File: config.mk
export PLATFORM = sky130hd
export DESIGN_NAME = cell_alu_stream
export DESIGN_NICKNAME = d
export VERILOG_FILES = /design/src/rtl/cell_alu_stream_pkg.sv /design/src/rtl/cell_chan_alu.sv /design/src/rtl/cell_alu_stream.sv
export SDC_FILE = /design/constraint.sdc
export NUM_CORES = 2
export LEC_CHECK = 0
export ABC_CLOCK_PERIOD_IN_PS = 9900
export BUFFER_PORTS_ARGS = -buffer_cell sky130_fd_sc_hd__buf_4
export CAP_MARGIN = 5
export CORE_ASPECT_RATIO = 0.7
export CORE_MARGIN = 4
export CORE_UTILIZATION = 55
export DETAILED_ROUTE_END_ITERATION = 10
export PLACE_DENSITY = 0.74
export SKIP_LAST_GASP = 1
export SYNTH_ARGS = -nofsm -noshare
export SYNTH_HDL_FRONTEND = slang
export SYNTH_SLANG_ARGS = --single-unit
File: constraint.sdc
create_clock -name clk -period 9.9 [get_ports clk]
set_input_delay 1.485 -clock clk [delete_from_list [all_inputs] [get_ports clk]]
set_output_delay 1.485 -clock clk [all_outputs]
set_load 0.03 [all_outputs]
File: src/rtl/cell_alu_stream_pkg.sv
// Shared types and geometry helpers for the cell ALU stream block.
package cell_alu_stream_pkg;

    // Operation encoding; values 12..15 are illegal and reported through out_err.
    typedef enum logic [3:0] {
        OP_ADD   = 4'd0,
        OP_ADDI  = 4'd1,
        OP_SUB   = 4'd2,
        OP_SUBI  = 4'd3,
        OP_MULT  = 4'd4,
        OP_MULTI = 4'd5,
        OP_DIV2  = 4'd6,
        OP_INV   = 4'd7,
        OP_AND   = 4'd8,
        OP_OR    = 4'd9,
        OP_NOR   = 4'd10,
        OP_AVG   = 4'd11
    } opcode_e;

    localparam logic [3:0] FIRST_ILLEGAL_OP = 4'd12;

    typedef enum logic [2:0] {
        ST_IDLE,
        ST_EXEC,
        ST_ACC,
        ST_DIVD,
        ST_HOLD
    } state_e;

    // Default geometry and the pixel/cell types it implies.
    localparam int DEF_CH_WIDTH = 8;
    localparam int DEF_CH_NUM   = 3;
    localparam int DEF_CELL_N   = 3;

    typedef logic [DEF_CH_NUM-1:0][DEF_CH_WIDTH-1:0] pixel_t;
    typedef pixel_t [DEF_CELL_N*DEF_CELL_N-1:0]      cell_t;

    // Row/column index of the centre pixel of an odd-edged cell.
    function automatic int centre_idx(input int cell_n);
        return (cell_n - 1) / 2;
    endfunction

    // Accumulator width that holds the sum of every pixel of one channel.
    function automatic int acc_width(input int ch_width, input int cell_n);
        return ch_width + $clog2(cell_n * cell_n);
    endfunction

    localparam int DEF_CENTRE_IDX = centre_idx(DEF_CELL_N);
    localparam int DEF_ACC_W      = acc_width(DEF_CH_WIDTH, DEF_CELL_N);

endpackage

File: src/rtl/cell_chan_alu.sv
// Combinational single-channel operator with optional saturation.
module cell_chan_alu
    import cell_alu_stream_pkg::*;
#(
    parameter int CH_WIDTH = 8,
    parameter int SAT_MODE = 1
) (
    input  opcode_e             op_i,
    input  logic [CH_WIDTH-1:0] a_i,
    input  logic [CH_WIDTH-1:0] b_i,
    input  logic [CH_WIDTH-1:0] u_i,
    output logic [CH_WIDTH-1:0] y_o
);

    localparam logic [CH_WIDTH-1:0] ONES = '1;

    logic [CH_WIDTH-1:0]   opnd;
    logic [CH_WIDTH:0]     sum;
    logic [CH_WIDTH:0]     diff;
    logic [2*CH_WIDTH-1:0] prod;

    // Evaluate every arithmetic form at full width, then pick and clamp per opcode.
    always_comb begin
        // NOTE: every always_comb output gets a default first so no path can infer a latch.
        y_o  = a_i;
        opnd = (op_i inside {OP_ADDI, OP_SUBI, OP_MULTI}) ? u_i : b_i;
        sum  = {1'b0, a_i} + {1'b0, opnd};
        diff = {1'b0, a_i} - {1'b0, opnd};
        prod = {{CH_WIDTH{1'b0}}, a_i} * {{CH_WIDTH{1'b0}}, opnd};
        case (op_i)
            OP_ADD, OP_ADDI:
                y_o = (SAT_MODE != 0 && sum[CH_WIDTH]) ? ONES : sum[CH_WIDTH-1:0];
            OP_SUB, OP_SUBI:
                y_o = (SAT_MODE != 0 && diff[CH_WIDTH]) ? '0 : diff[CH_WIDTH-1:0];
            OP_MULT, OP_MULTI:
                y_o = (SAT_MODE != 0 && |prod[2*CH_WIDTH-1:CH_WIDTH]) ? ONES
                                                                      : prod[CH_WIDTH-1:0];
            OP_DIV2: y_o = a_i >> 1;
            OP_INV:  y_o = ~a_i;
            OP_AND:  y_o = a_i & b_i;
            OP_OR:   y_o = a_i | b_i;
            OP_NOR:  y_o = ~(a_i | b_i);
            // AVG is handled by the accumulator path; illegal opcodes pass a through.
            default: y_o = a_i;
        endcase
    end

endmodule

File: src/rtl/cell_alu_stream.sv
// Single-request pixel-cell ALU: per-channel centre-pixel ops or a whole-cell average.
module cell_alu_stream
    import cell_alu_stream_pkg::*;
#(
    parameter int CH_WIDTH = 8,
    parameter int CH_NUM   = 3,
    parameter int CELL_N   = 3,
    parameter int SAT_MODE = 1
) (
    input  logic                                    clk,
    input  logic                                    rst_n,
    input  logic                                    in_valid,
    output logic                                    in_ready,
    input  logic [3:0]                              opcode,
    input  logic [CELL_N*CELL_N*CH_NUM*CH_WIDTH-1:0] cell_a,
    input  logic [CELL_N*CELL_N*CH_NUM*CH_WIDTH-1:0] cell_b,
    input  logic [CH_WIDTH-1:0]                     user_in,
    output logic                                    out_valid,
    input  logic                                    out_ready,
    output logic [CH_NUM*CH_WIDTH-1:0]              out_pixel,
    output logic                                    out_err
);

    localparam int PIX_W   = CH_NUM * CH_WIDTH;
    localparam int NPIX    = CELL_N * CELL_N;
    localparam int CELL_W  = NPIX * PIX_W;
    localparam int CTR     = centre_idx(CELL_N);
    localparam int CTR_OFF = (NPIX - 1 - (CTR * CELL_N + CTR)) * PIX_W;
    localparam int ACC_W   = acc_width(CH_WIDTH, CELL_N);
    localparam int ROW_W   = $clog2(CELL_N);

    localparam logic [ACC_W-1:0] DIVISOR  = ACC_W'(NPIX);
    localparam logic [ROW_W-1:0] LAST_ROW = ROW_W'(CELL_N - 1);

    state_e              state_q, state_d;
    logic [3:0]          op_q;
    logic [PIX_W-1:0]    ca_q;
    logic [PIX_W-1:0]    cb_q;
    logic [CH_WIDTH-1:0] u_q;
    logic [CELL_W-1:0]   cell_q;
    logic [ROW_W-1:0]    row_q;
    logic [ACC_W-1:0]    acc_q   [CH_NUM];
    logic [ACC_W-1:0]    row_sum [CH_NUM];
    logic [PIX_W-1:0]    res_q;
    logic                err_q;
    logic [PIX_W-1:0]    alu_y;
    logic                accept;
    logic                unused_cell_b;

    // Only the centre pixel of cell_b takes part in any operation.
    assign unused_cell_b = ^cell_b;

    assign in_ready  = (state_q == ST_IDLE);
    assign out_valid = (state_q == ST_HOLD);
    assign out_pixel = res_q;
    assign out_err   = err_q;
    assign accept    = in_ready && in_valid;

    // One channel operator per colour channel, fed from the captured centre pixels.
    for (genvar k = 0; k < CH_NUM; k++) begin : g_chan
        cell_chan_alu #(
            .CH_WIDTH (CH_WIDTH),
            .SAT_MODE (SAT_MODE)
        ) u_chan_alu (
            .op_i (opcode_e'(op_q)),
            .a_i  (ca_q[k*CH_WIDTH +: CH_WIDTH]),
            .b_i  (cb_q[k*CH_WIDTH +: CH_WIDTH]),
            .u_i  (u_q),
            .y_o  (alu_y[k*CH_WIDTH +: CH_WIDTH])
        );
    end

    // Sum of the captured cell_a row selected by row_q, per channel.
    always_comb begin
        for (int k = 0; k < CH_NUM; k++) begin
            row_sum[k] = '0;
            for (int c = 0; c < CELL_N; c++) begin
                row_sum[k] = row_sum[k] + ACC_W'(cell_q[(NPIX - 1 - (int'(row_q) * CELL_N + c)) * PIX_W
                                                       + k * CH_WIDTH +: CH_WIDTH]);
            end
        end
    end

    // State register.
    always_ff @(posedge clk or negedge rst_n) begin
        if (!rst_n) begin
            state_q <= ST_IDLE;
        end else begin
            // NOTE: sequential state uses non-blocking assignments so every register samples pre-edge values.
            state_q <= state_d;
        end
    end

    // Next-state logic: AVG walks the accumulator path, everything else takes one EXEC cycle.
    always_comb begin
        state_d = state_q;
        case (state_q)
            ST_IDLE: if (in_valid) state_d = (opcode == OP_AVG) ? ST_ACC : ST_EXEC;
            ST_EXEC: state_d = ST_HOLD;
            ST_ACC:  if (row_q == LAST_ROW) state_d = ST_DIVD;
            ST_DIVD: state_d = ST_HOLD;
            ST_HOLD: if (out_ready) state_d = ST_IDLE;
            default: state_d = ST_IDLE;
        endcase
    end

    // Operand capture, row accumulation and result registers.
    always_ff @(posedge clk or negedge rst_n) begin
        if (!rst_n) begin
            // NOTE: all operand and accumulator registers are reset so an aborted request leaves no residue.
            op_q   <= '0;
            ca_q   <= '0;
            cb_q   <= '0;
            u_q    <= '0;
            cell_q <= '0;
            row_q  <= '0;
            res_q  <= '0;
            err_q  <= 1'b0;
            for (int k = 0; k < CH_NUM; k++) acc_q[k] <= '0;
        end else begin
            case (state_q)
                ST_IDLE: begin
                    if (accept) begin
                        op_q   <= opcode;
                        ca_q   <= cell_a[CTR_OFF +: PIX_W];
                        cb_q   <= cell_b[CTR_OFF +: PIX_W];
                        u_q    <= user_in;
                        cell_q <= cell_a;
                        row_q  <= '0;
                        for (int k = 0; k < CH_NUM; k++) acc_q[k] <= '0;
                    end
                end
                ST_EXEC: begin
                    res_q <= alu_y;
                    err_q <= (op_q >= FIRST_ILLEGAL_OP);
                end
                ST_ACC: begin
                    row_q <= row_q + 1'b1;
                    for (int k = 0; k < CH_NUM; k++) acc_q[k] <= acc_q[k] + row_sum[k];
                end
                ST_DIVD: begin
                    err_q <= 1'b0;
                    for (int k = 0; k < CH_NUM; k++) begin
                        res_q[k*CH_WIDTH +: CH_WIDTH] <= CH_WIDTH'(acc_q[k] / DIVISOR);
                    end
                end
                default: ;
            endcase
        end
    end

endmodule

==> results_dict.tcl <==
set metrics [dict create \
    status "complete, no violations" \
    clockBufferDepth 3 \
    htreeDepth 2 \
    slew-limit-headroom 0.2299 \
    multi_input_area_mm2 0.02643 \
    rsz0062_at_grt "no" \
    grt_pass1_vias 32680 \
    clkTransAtPathRegs_ps 80 \
    gr-total-overflow 0 \
    cts.repair.resized 0 \
    hold_path_class "flip-flop to flip-flop" \
    grt_usage 0.3662 \
    reg2reg_slack_ps 1190 \
    critPathKind "flip-flop to flip-flop" \
    post_cts_buffers 0 \
    synthTopCellsByCount "nand2_1 (961), nor2_1 (370), a21oi_1 (321)" \
    die_w_um 316.4 \
    timing.fmax_ghz 0.1148 \
    syn_nets 5493 \
    antenna_found_initial 5 \
    drv_cap 0 \
    dr.pass1.iters 9 \
    rows 78 \
    synth_edf_count 0 \
    tightest_slew_ps 1151 \
    async_flop_share 1.000 \
    via_per_inst 6.375 \
    via_count 35890 \
    ctsRootBufferMaster "clkbuf_16" \
    yosysSeqAreaShare 0.2173 \
    cp.required_ps 10390 \
    area_growth_pct 10.28 \
    busiest_layer "met1" \
    seq_area_mm2 0.007961 \
    drv_slew 0 \
    use_met1 0.5406 \
    synthDistinctLibCells 113 \
    globalRouteMet3Util 0.1865 \
    fin_tns_setup_ps 0 \
    port_buffers 282 \
    endpoint_kind "flip-flop" \
    synth_area_leaders "dfrtp_1 (22%), nand2_1 (9.9%), fa_1 (8.9%), ha_1 (7.0%), mux2i_1 (6.5%)" \
    synth_top_cell_by_area "dfrtp_1" \
    cts_hold_buf 0 \
    postSynthAreaPerCell_um2 7.827 \
    final_nets 5537 \
    synth_most_common_cell "nand2_1" \
    hpwl_um 102800 \
    final_layout_size_suffix_gt1_frac 0.1194 \
    crit_arrival_ps 9200 \
    yosys.area.top_type_share 0.2173 \
    core_area_mm2 0.06539 \
    syn_area_mm2 0.03662 \
    yosysWarnings 0 \
    netlist_instances 4678 \
    drc 0 \
    synth-seq-cells 318 \
    fp.dieArea_mm2 0.07083 \
    grt_start_max_net_pins 178 \
    ant_nets 0 \
    die_height_um 223.9 \
    synth_flop_cell "dfrtp_1" \
    start_util 0.5600 \
    layout_min_cycle_time_ps 8709 \
    finClkSkew_ps 27.24 \
    clkSinkCount 318 \
    clk_latency_ps 600 \
    gp_congestion 1.088 \
    num-fill-cells 5910 \
    cts_tree "yes" \
    routed_wl_um 133000 \
    setup_viol 0 \
    startpoint_type "flip-flop" \
    grt_pass1_wl_um 199100 \
    drtIter0Drc 4715 \
    final-hold-violation-count 0 \
    grt.met2_usage 0.4746 \
    wl_per_cell_um 23.63 \
    final.period_utilization 0.8797 \
    crit_fanout 72 \
    cts_made_buffers 36 \
    io_pins 475 \
]
stage by stage:
step / instance area (µm²) / util / std cells / hold slack (ps) / setup slack, ps
2_1_floorplan: 36620 / - / 4678 / 445.5 / 2442
5_1_grt: 40370 / 0.6174 / 5628 / 521.0 / 1049
6_report: 40380 / 0.6175 / 5630 / 478.1 / 1191
3_3_place_gp: 39180 / 0.5992 / 5564 / 464.3 / 1647
3_5_place_dp: 39180 / 0.5992 / 5564 / 468.1 / 1589
4_1_cts: 40370 / 0.6174 / 5628 / 483.2 / 1495
flip-flops by register name, summed over array words and instances (netlist names):
register / cells
u_q: 8
op_q: 4
state_q: 3
out_err: 1
cell_q: 193
cb_q: 24
acc_q: 36
row_q: 2
ca_q: 23
out_pixel: 24
cell families (layout without fill, tap and decap cells):
| family | Yosys count | count (layout) | synth area share |
|---|---|---|---|
| simple gates | 1816 | 1816 | 0.2158 |
| compound gates | 1110 | 1110 | 0.1980 |
| buf+inv | 615 | 685 | 0.06428 |
| fa+ha+maj | 384 | 384 | 0.1634 |
| mux | 332 | 332 | 0.1166 |
| flops | 318 | 318 | 0.2173 |
| xor+xnor | 103 | 103 | 0.02464 |
| other cells | 0 | 2 | 0 |
final timing paths:
path,startpoint,end,cells past startpoint
max in group asynchronous,rst_n,cell_q[16]$_DFFE_PN0P_,2
worst min register to register,ca_q[11]$_DFFE_PN0P_,ca_q[11]$_DFFE_PN0P_,2
worst max-delay path,row_q[0]$_DFFE_PN0P_,acc_q[11]$_DFFE_PN0P_,22
min in group asynchronous,rst_n,u_q[3]$_DFFE_PN0P_,1
worst min-delay path,ca_q[11]$_DFFE_PN0P_,ca_q[11]$_DFFE_PN0P_,2
worst max register to register,row_q[0]$_DFFE_PN0P_,acc_q[11]$_DFFE_PN0P_,22
metal layers:
| layer | up-vias | share of wire |
|---|---|---|
| met4 | 8 | 0.022 |
| li1 | 16420 | - |
| met3 | 225 | 0.16 |
| met5 | - | 0.0011 |
| met2 | 1994 | 0.38 |
| met1 | 17240 | 0.44 |
layout make-up:
| type | count | share of cell area |
|---|---|---|
| Multi-Input combinational cell | 3745 | 0.6545 |
| Sequential cell | 318 | 0.1972 |
| Timing Repair Buffer | 347 | 0.06594 |
| Tap cell | 880 | 0.02727 |
| Inverter | 274 | 0.02547 |
| Clock buffer | 46 | 0.02423 |
| Clock inverter | 18 | 0.005330 |
| Antenna cell | 2 | 0.0001240 |
critical path: stages, from the launching register on:
cell and delay (ps):
dfrtp_4 970, clkinv_1 840, ha_4 790, xnor2_2 140
inv_2 410, buf_4 650, a21oi_1 320, mux4_2 550
a211oi_1 560, fa_1 550, fa_1 490, ha_1 240
fa_1 420, a21o_1 180, a21o_1 200, a21o_1 180
a21oi_1 240, o21bai_1 100, a21oi_1 220, nor2b_1 70
o211ai_1 190, nand3_1 90, o21ai_0 100
layout by cell type (no fill, tap or decap), types with 22 or more instances in the layout:
| cell type | instances |
|---|---|
| nand3_1 | 57 |
| o21ai_0 | 242 |
| a211oi_1 | 63 |
| clkbuf_16 | 36 |
| buf_4 | 342 |
| and2_1 | 27 |
| a21o_1 | 40 |
| a21oi_1 | 321 |
| a221oi_1 | 40 |
| nor3_1 | 172 |
| a31oi_1 | 31 |
| o21a_1 | 26 |
| nor2_1 | 370 |
| o21bai_1 | 33 |
| dfrtp_1 | 317 |
| mux4_2 | 72 |
| ha_1 | 201 |
| nor2b_1 | 106 |
| a22oi_1 | 24 |
| inv_1 | 264 |
| xnor2_1 | 76 |
| nand2_1 | 959 |
| o211ai_1 | 37 |
| fa_1 | 162 |
| o22ai_1 | 22 |
| o31ai_1 | 35 |
| mux2i_1 | 237 |
Power is not shown: default switching activity piles up to over one toggle a cycle in this logic, so the estimate is an artifact.
